### src/rtl/imem_loader.sv
// Serial IMEM loader: framed UART bytes -> big-endian 32-bit words -> IMEM write port, ACK byte back over UART.
// Latency: wr_en one cycle after a word's 4th byte; cpu_hold one cycle after load_en; tx_start as soon as tx_busy is low in ACK.
// Backpressure: rx is never stalled (every strobe consumed); the ACK strobe waits while tx_busy is high.
module imem_loader #(
    parameter int         IMEM_DEPTH     = 256,
    parameter int         TIMEOUT_CYCLES = 1000000,
    parameter logic [7:0] MAGIC          = 8'hA5
) (
    input  logic        clk,
    input  logic        reset,
    input  logic        load_en,
    input  logic [7:0]  rx_data,
    input  logic        rx_valid,
    input  logic        tx_busy,
    output logic [7:0]  tx_data,
    output logic        tx_start,
    output logic        wr_en,
    output logic [31:0] wr_addr,
    output logic [31:0] wr_data,
    output logic        cpu_hold,
    output logic        done,
    output logic        err
);
    localparam int AW = $clog2(IMEM_DEPTH);
    localparam int TW = $clog2(TIMEOUT_CYCLES + 1);

    typedef enum logic [2:0] {IDLE, MAGIC_W, COUNT, DATA, CHECK, ACK, FIN} state_t;

    state_t        state;
    state_t        state_nxt;
    logic [AW:0]   n_words;    // one bit wider than the index so N=0 can mean IMEM_DEPTH
    logic [AW:0]   word_idx;
    logic [1:0]    byte_cnt;
    logic [23:0]   word_acc;   // first three bytes of the word in flight
    logic [7:0]    csum;
    logic [TW-1:0] idle_cnt;
    logic          timed;
    logic          timeout;
    logic          byte_last;
    logic          word_last;

    // Idle timer only runs once the frame has really started (after MAGIC).
    assign timed     = (state == COUNT) || (state == DATA) || (state == CHECK);
    // A byte arriving on the expiry cycle takes priority over the timeout.
    assign timeout   = timed && !rx_valid && (idle_cnt == TW'(TIMEOUT_CYCLES - 1));
    assign byte_last = (byte_cnt == 2'd3);
    assign word_last = (word_idx == (n_words - (AW+1)'(1)));

    // State register.
    always_ff @(posedge clk or negedge reset) begin
        if (!reset) state <= IDLE;
        else        state <= state_nxt;
    end

    // Next-state logic; dropping load_en aborts before any byte is looked at.
    always_comb begin
        state_nxt = state;
        case (state)
            IDLE:    if (load_en) state_nxt = MAGIC_W;
            MAGIC_W: if (!load_en) state_nxt = IDLE;
                     else if (rx_valid && (rx_data == MAGIC)) state_nxt = COUNT;
            COUNT:   if (!load_en) state_nxt = IDLE;
                     else if (rx_valid) state_nxt = DATA;
                     else if (timeout) state_nxt = ACK;
            DATA:    if (!load_en) state_nxt = IDLE;
                     else if (rx_valid && byte_last && word_last) state_nxt = CHECK;
                     else if (timeout) state_nxt = ACK;
            CHECK:   if (!load_en) state_nxt = IDLE;
                     else if (rx_valid || timeout) state_nxt = ACK;
            ACK:     if (!tx_busy) state_nxt = FIN;
            FIN:     if (!load_en) state_nxt = IDLE;
            default: state_nxt = IDLE;
        endcase
    end

    // State-decoded outputs: CPU held through the whole load until the ACK strobe leaves.
    always_comb begin
        cpu_hold = (state == MAGIC_W) || (state == COUNT) || (state == DATA) ||
                   (state == CHECK) || (state == ACK);
        tx_start = (state == ACK) && !tx_busy;
    end

    // Datapath: idle timer, word assembly, checksum, write port and status flags.
    always_ff @(posedge clk or negedge reset) begin
        if (!reset) begin
            tx_data  <= 8'd0;
            wr_en    <= 1'b0;
            wr_addr  <= 32'd0;
            wr_data  <= 32'd0;
            done     <= 1'b0;
            err      <= 1'b0;
            n_words  <= '0;
            word_idx <= '0;
            byte_cnt <= 2'd0;
            word_acc <= 24'd0;
            csum     <= 8'd0;
            idle_cnt <= '0;
        end else begin
            wr_en <= 1'b0;

            if (timed && !rx_valid) idle_cnt <= idle_cnt + TW'(1);
            else                    idle_cnt <= '0;

            if (load_en && timeout) begin
                err     <= 1'b1;
                tx_data <= 8'h15;
            end

            case (state)
                IDLE: if (load_en) begin
                    done     <= 1'b0;
                    err      <= 1'b0;
                    word_idx <= '0;
                    byte_cnt <= 2'd0;
                    csum     <= 8'd0;
                end
                COUNT: if (load_en && rx_valid) begin
                    n_words <= (rx_data == 8'd0) ? (AW+1)'(IMEM_DEPTH) : (AW+1)'(rx_data);
                end
                DATA: if (load_en && rx_valid) begin
                    word_acc <= {word_acc[15:0], rx_data};
                    csum     <= csum + rx_data;
                    byte_cnt <= byte_cnt + 2'd1;
                    if (byte_last) begin
                        wr_en    <= 1'b1;
                        wr_data  <= {word_acc, rx_data};
                        wr_addr  <= {{(30-AW){1'b0}}, word_idx[AW-1:0], 2'b00};
                        word_idx <= word_idx + (AW+1)'(1);
                    end
                end
                CHECK: if (load_en && rx_valid) begin
                    if (rx_data == csum) begin
                        done    <= 1'b1;
                        tx_data <= 8'h06;
                    end else begin
                        err     <= 1'b1;
                        tx_data <= 8'h15;
                    end
                end
                default: ;
            endcase
        end
    end
endmodule

### config.mk
export PLATFORM = sky130hd
export DESIGN_NAME = imem_loader
export DESIGN_NICKNAME = d
export VERILOG_FILES = /design/src/rtl/imem_loader.sv
export SDC_FILE = /design/constraint.sdc
export NUM_CORES = 1
export LEC_CHECK = 0
export ABC_AREA = 1
export ABC_CLOCK_PERIOD_IN_PS = 2100
export CAP_MARGIN = 20
export CORE_UTILIZATION = 35
export CTS_CLUSTER_SIZE = 24
export DETAILED_ROUTE_END_ITERATION = 7
export PLACE_DENSITY_LB_ADDON = 0.12
export RECOVER_POWER = 25
export SLEW_MARGIN = 20
export SYNTH_ARGS = -nofsm -noshare
export SYNTH_HDL_FRONTEND = slang
export SYNTH_SLANG_ARGS = --single-unit
### constraint.sdc
create_clock -name clk -period 2.1 [get_ports clk]
set_input_delay 0.315 -clock clk [delete_from_list [all_inputs] [get_ports clk]]
set_output_delay 0.315 -clock clk [all_outputs]
set_load 0.01 [all_outputs]
# ---- After elaboration in Yosys (flattened, before gate mapping)
# Cells that the tools add are included.
dict set report op_classes {
  n_reduce_logical 28
  muxes 41
  add_sub_neg 5
  eq_ne 20
}
# operator n
set op_table {}
lappend op_table {{8-bit 2-to-1 mux} 5}
lappend op_table {{3-bit 2-to-1 mux} 12}
lappend op_table {{9-bit 2-to-1 mux} 4}
lappend op_table {{3-bit one-hot mux with 7 select lines} 1}
lappend op_table {{20-bit by 1-bit adder with 20-bit output, second input constant} 1}
lappend op_table {{20-bit == test, second input constant} 1}
lappend op_table {{20-bit 2-to-1 mux} 1}
lappend op_table {{9-bit one-hot mux with 2 select lines} 1}
lappend op_table {{8-bit one-hot mux with 2 select lines} 1}
lappend op_table {{1-bit 2-to-1 mux} 10}
lappend op_table {{9-bit by 1-bit adder with 9-bit output, second input constant} 1}
lappend op_table {{3-bit == test, second input constant} 3}
lappend op_table {{9-bit == test} 1}
lappend op_table {{9-bit by 1-bit subtractor with 9-bit output, second input constant} 1}
lappend op_table {{8-bit adder} 1}
lappend op_table {{8-bit == test} 1}
lappend op_table {{8-bit == test, second input constant} 1}
lappend op_table {{1-bit logical AND} 8}
lappend op_table {{8-bit logical NOT} 1}
lappend op_table {{2-bit inequality test, second input constant} 4}
lappend op_table {{4-bit AND reduction} 2}
lappend op_table {{1-bit logical OR} 7}
lappend op_table {{3-bit by 2-bit == test with 1-bit output, second input constant} 2}
lappend op_table {{2-bit by 1-bit inequality test with 1-bit output, second input constant} 3}
lappend op_table {{other kinds (15)} 21}
dict set report word_totals {
  wordCells 107
  regBits 126
  output_inout_bits 77
}

# ---- Longest topological paths before layout
dict set report logic_depth {
  word_depth 10
  depth_mapped 15
}

# ---- Worst setup path before layout
# OpenSTA, ideal clock, no wires.
dict set report synth_timing {
  kind {flip-flop to flip-flop}
  startpoint {reg csum[0]}
  endpoint {reg csum[6]}
  stages_incl_launch_ff 9
  arrival_time_ps 1530
  required_time_ps 1977
  synth_period_minus_slack_ps 1653
  slack_ps 447
  setup_time_ps 123
  n_path_buf 0
  path_cell_list {dfrtp_1 > ha_1 > fa_1 > nand3_1 > nand3_1 > a21oi_1 > o21ai_0 > o21ai_0 > nand2_1}
}
dict set report synth_via {
  elab_chain_cells 3
}
# item line_no
set synth_rtl {}
lappend synth_rtl {{start, declared} 35} ;# logic [7:0] csum;
lappend synth_rtl {{start signal, assigned} 122} ;# csum <= csum + rx_data;
lappend synth_rtl {{8-bit adder} 122}
lappend synth_rtl {{8-bit 2-to-1 mux} 120} ;# DATA: if (load_en && rx_valid) begin
lappend synth_rtl {{8-bit one-hot mux with 2 select lines} 109} ;# case (state)
# No other way between the ends. The select of a mux whose other input is x is not followed.
# A chain may end at the register's enable or synchronous reset.

# ---- Worst setup path in the final report
dict set report layout_timing {
  startpoint {reg n_words[0]}
  endpoint {reg state[0]}
}
dict set report layout_via {
  elab_chain_cells 6
}
# item line_no
set layout_rtl {}
lappend layout_rtl {{start, declared} 31} ;# logic [AW:0] n_words;
lappend layout_rtl {{start signal, assigned} 118} ;# n_words <= (rx_data == 8'd0) ? (AW+1)'(IMEM_DEPTH) : (AW+1)'(rx_data);
lappend layout_rtl {{9-bit by 1-bit subtractor with 9-bit output} 47} ;# assign word_last = (word_idx == (n_words - (AW+1)'(1)));
lappend layout_rtl {{9-bit == test} 47}
lappend layout_rtl {{1-bit logical AND} 66} ;# else if (rx_valid && byte_last && word_last) state_nxt = CHECK;
lappend layout_rtl {{3-bit 2-to-1 mux} 66}
lappend layout_rtl {{3-bit 2-to-1 mux} 65} ;# DATA: if (!load_en) state_nxt = IDLE;
lappend layout_rtl {{3-bit one-hot mux with 7 select lines} 58} ;# case (state)
lappend layout_rtl {{end signal, assigned} 52} ;# else state <= state_nxt;
lappend layout_rtl {{end, declared} 29} ;# state_t state;
# No other way between the ends.

==> out/metrics.yaml <==
logic_synthesis:
  synth_compound_gate_area_share: 0.115
  synth.distinct_cells: 43
  synthMuxAreaShare: 0
  synth_seq_cells: 126
  synth-seq-area-share: 0.514
  synth_cells: 750
  syn_area_um2: 6140
  avgSynthCellArea_um2: 8.18
  yosysWarningCount: 0
  synth-simple-area-share: 0.233
  synth_fa_ha_area_frac: 0.0257
  synth_xor_xnor_area_share: 0.0143
  synth_top_family_by_area: "simple AND/OR/NAND/NOR gates"
timing:
  drv_slew: 0
  worst_slack_ns: 0.208
  final_hold_viol_count: 0
  fmax_mhz: 528
  setup_violations: 0
  max-slew-margin-rel: 0.238
  finalCritPeriodShare: 0.901
  worst_hold_slack_ns: 0.464
  min_period_ns: 1.89
  clock_skew_ns: 0.0108
  rsz0062_at_grt: "no"
  tightestPinTransition_ns: 1.14
placed_design:
  io_buffers: 65
  gp_congestion: 0.857
  place_area_um2: 7130
  place_inst: 1046
  dp_worst_setup_slack_ns: -0.122
  dp_hpwl_um: 9830
critical_path:
  critPathCaptureType: "flop"
  cp_top_family: "simple AND/OR/NAND/NOR gates"
  criticalPathCategory: "flop to flop"
  worstPathArrival_ns: 2.19
  worst_setup_path_start_kind: "flop"
  cp_data_required_time_ns: 2.40
  slowest_delay_ns: 0.42
  reg2reg_slack_ns: 0.21
  reg2regPathDepth: 13
  crit_chain: "inv_1 > ha_4 > inv_1 > nor2_1 > nand3_1 > nand3_1 > nand2_1 > nor2_1 > nand3_1 > nand3_1 > nand2_1 > nand2_1 > nand2_1"
  crit_path_top_delay_cell: "dfrtp_1"
  crit_fanout: 7
  cp.depth: 13
  crit_buf_inv: 2
drt:
  wire_per_inst_um: 12.6
  drc: 0
  ant_nets: 0
  vias: 4974
  routed_wl_um: 13700
  dr.pass1.iters: 7
  drt_iter0_markers: 217
  viasPerCell: 4.61
layout:
  finalNonFillerCells: 1080
  layout.nets: 869
  antenna_cells: 0
  syn2layout_area_growth_pct: 27.1
  final_area_um2: 7800
  drive_above_1_share: 0.0924
min_path:
  hold_depth: 1
  hold_class: "flop to flop"
clock_network:
  cts_sinks: 126
  clk_path_buf_depth: 2
  insertion_delay_ns: 0.41
  cts_made_buffers: 17
  htreeDepth: 4
  path_clk_slew_ns: 0.06
  cts-root-buf: "clkbuf_16"
  tritoncts: "built"
global_routing:
  grt_first_pass_wirelength_um: 22600
  grt_util_all_layers: 0.158
  gr-total-overflow: 0
  grt_pass1_vias: 4759
  grt_max_degree: 52
  antenna_found_initial: 0
die:
  die_x_um: 134
  dieHeight_um: 134
  start_util: 0.356
  die_area_um2: 18100
  coreArea_um2: 17200
  rows: 48
  ios: 90
power_and_ir_drop:
  pwr-share-clk: 0.407
  ir_drop_mv: 0.684
  internal_power_w: 0.00536
  sw_frac_of_total: 0.301
  p_switching_w: 0.00231
  power_density_nw_per_um2: 982
  cellLeakagePower_nw: 3.76
  power.share.sequential: 0.384
  power_frac_comb: 0.210
run:
  max-cap-violations: 0
status:
  outcome: "finished, final reports clean"
[cells in the mapped netlist (all sizes together)]
| cell type | instances | area (um2) |
|---|---|---|
| a21o | 1 | 7.51 |
| and2 | 1 | 6.26 |
| nor3 | 10 | 60.1 |
| o21ai | 89 | 457 |
| nand4 | 11 | 68.8 |
| o211ai | 2 | 15.0 |
| o21bai | 1 | 7.51 |
| nand2 | 192 | 731 |
| o311ai | 1 | 8.76 |
| conb | 1 | 3.75 |
| nor3b | 1 | 7.51 |
| o21a | 1 | 7.51 |
| o41ai | 1 | 8.76 |
| a211oi | 2 | 15.0 |
| a32o | 1 | 10.0 |
| inv | 94 | 353 |
| dfrtp | 126 | 3150 |
| buf | 25 | 185 |
| nor2 | 64 | 253 |
| xnor2 | 4 | 35.0 |
| o31ai | 2 | 15.0 |
| or2 | 1 | 6.26 |
| fa | 1 | 20.0 |
| nand3b | 1 | 7.51 |
| nand3 | 48 | 250 |
| ha | 11 | 138 |
| nor4 | 6 | 37.5 |
| clkbuf | 17 | 63.8 |
| a21oi | 26 | 134 |
| a22o | 2 | 17.5 |
| clkinv | 1 | 3.75 |
| xor2 | 6 | 52.6 |
[area by class of cell]
class | instances | area (um2)
clock buffer | 18 | 439
timing repair buffer | 94 | 898
inverter | 95 | 357
sequential | 126 | 3160
multi-input combinational | 510 | 2490
tap | 225 | 282
fill | 1706 | 9430
clock inverter | 12 | 186
[layer usage]
layer	vias up	share of wire	global-route usage
met3	17	0.041	0.0412
met1	2298	0.50	0.212
met5	-	0	0
li1	2560	-	-
met2	99	0.45	0.243
met4	0	0.016	0.0668
[stage by stage]
stage,utilization,power [W],TNS [ns]
detailed placement,0.414,0.00450,-0.434
CTS,0.451,0.00768,0
finish,0.453,0.00767,0
global route,0.453,0.00812,0
floorplan,-,0.00405,0
global placement,0.414,0.00448,-0.309
[placed cells by master (no fill, tap or decap), drive strengths merged, types with 10 or more instances in the layout]
| master | n |
|---|---|
| ha | 11 |
| a21oi | 26 |
| conb | 24 |
| nand2 | 192 |
| nand4 | 11 |
| nor2 | 64 |
| o21ai | 89 |
| buf | 25 |
| dfrtp | 126 |
| nand3 | 48 |
| clkbuf | 22 |
| nor3 | 10 |
| inv | 97 |
| clkdlybuf4s50 | 62 |
[state kept, by name (all words and copies together), names as in the netlist]
register  flops
byte_cnt      2
csum          8
done          1
err           1
idle_cnt     20
n_words       9
state         3
tx_data       8
word_acc     24
word_idx      9
wr_addr       8
wr_data      32
wr_en         1
[power groups by stage]
stage	Clock (W)	Combinational, W	Sequential [W]
CTS	0.00318	0.00155	0.00295
floorplan	0	0.00112	0.00293
global route	0.00328	0.00185	0.00298
detailed placement	0	0.00152	0.00299
global placement	0	0.00149	0.00298
finish	0.00312	0.00161	0.00294
[logic make-up (layout without fill, tap and decap cells)]
family          count (synthesis)  count (layout)
fa+ha+maj                      12              12
other cells                     1              24
buf+inv                       137             219
compound gates                129             129
simple gates                  335             335
xor+xnor                       10              10
flops                         126             126
[worst paths after layout]
| kind | from | endpoint |
|---|---|---|
| worst max-delay path | n_words[0]$_DFFE_PN0P_ | state[0]$_DFFE_PN0P_ |
| worst min-delay path | idle_cnt[0]$_DFF_PN0_ | idle_cnt[0]$_DFF_PN0_ |
| worst max register to register | n_words[0]$_DFFE_PN0P_ | state[0]$_DFFE_PN0P_ |
| worst min register to register | idle_cnt[0]$_DFF_PN0_ | idle_cnt[0]$_DFF_PN0_ |
| max in group asynchronous | reset | wr_addr[3]$_DFFE_PN0P_ |
| min in group asynchronous | reset | word_idx[3]$_DFFE_PN0P_ |
[repair_timing]
| action | in CTS | in global routing |
|---|---|---|
| buffers inserted | 1 | 2 |
| hold endpoints to repair | 39 | 0 |
| resized for setup | 2 | 7 |
| hold buffers | 1 | 0 |
| endpoints found under the setup margin | 2 | 5 |
(Power assumes the default switching activity.)
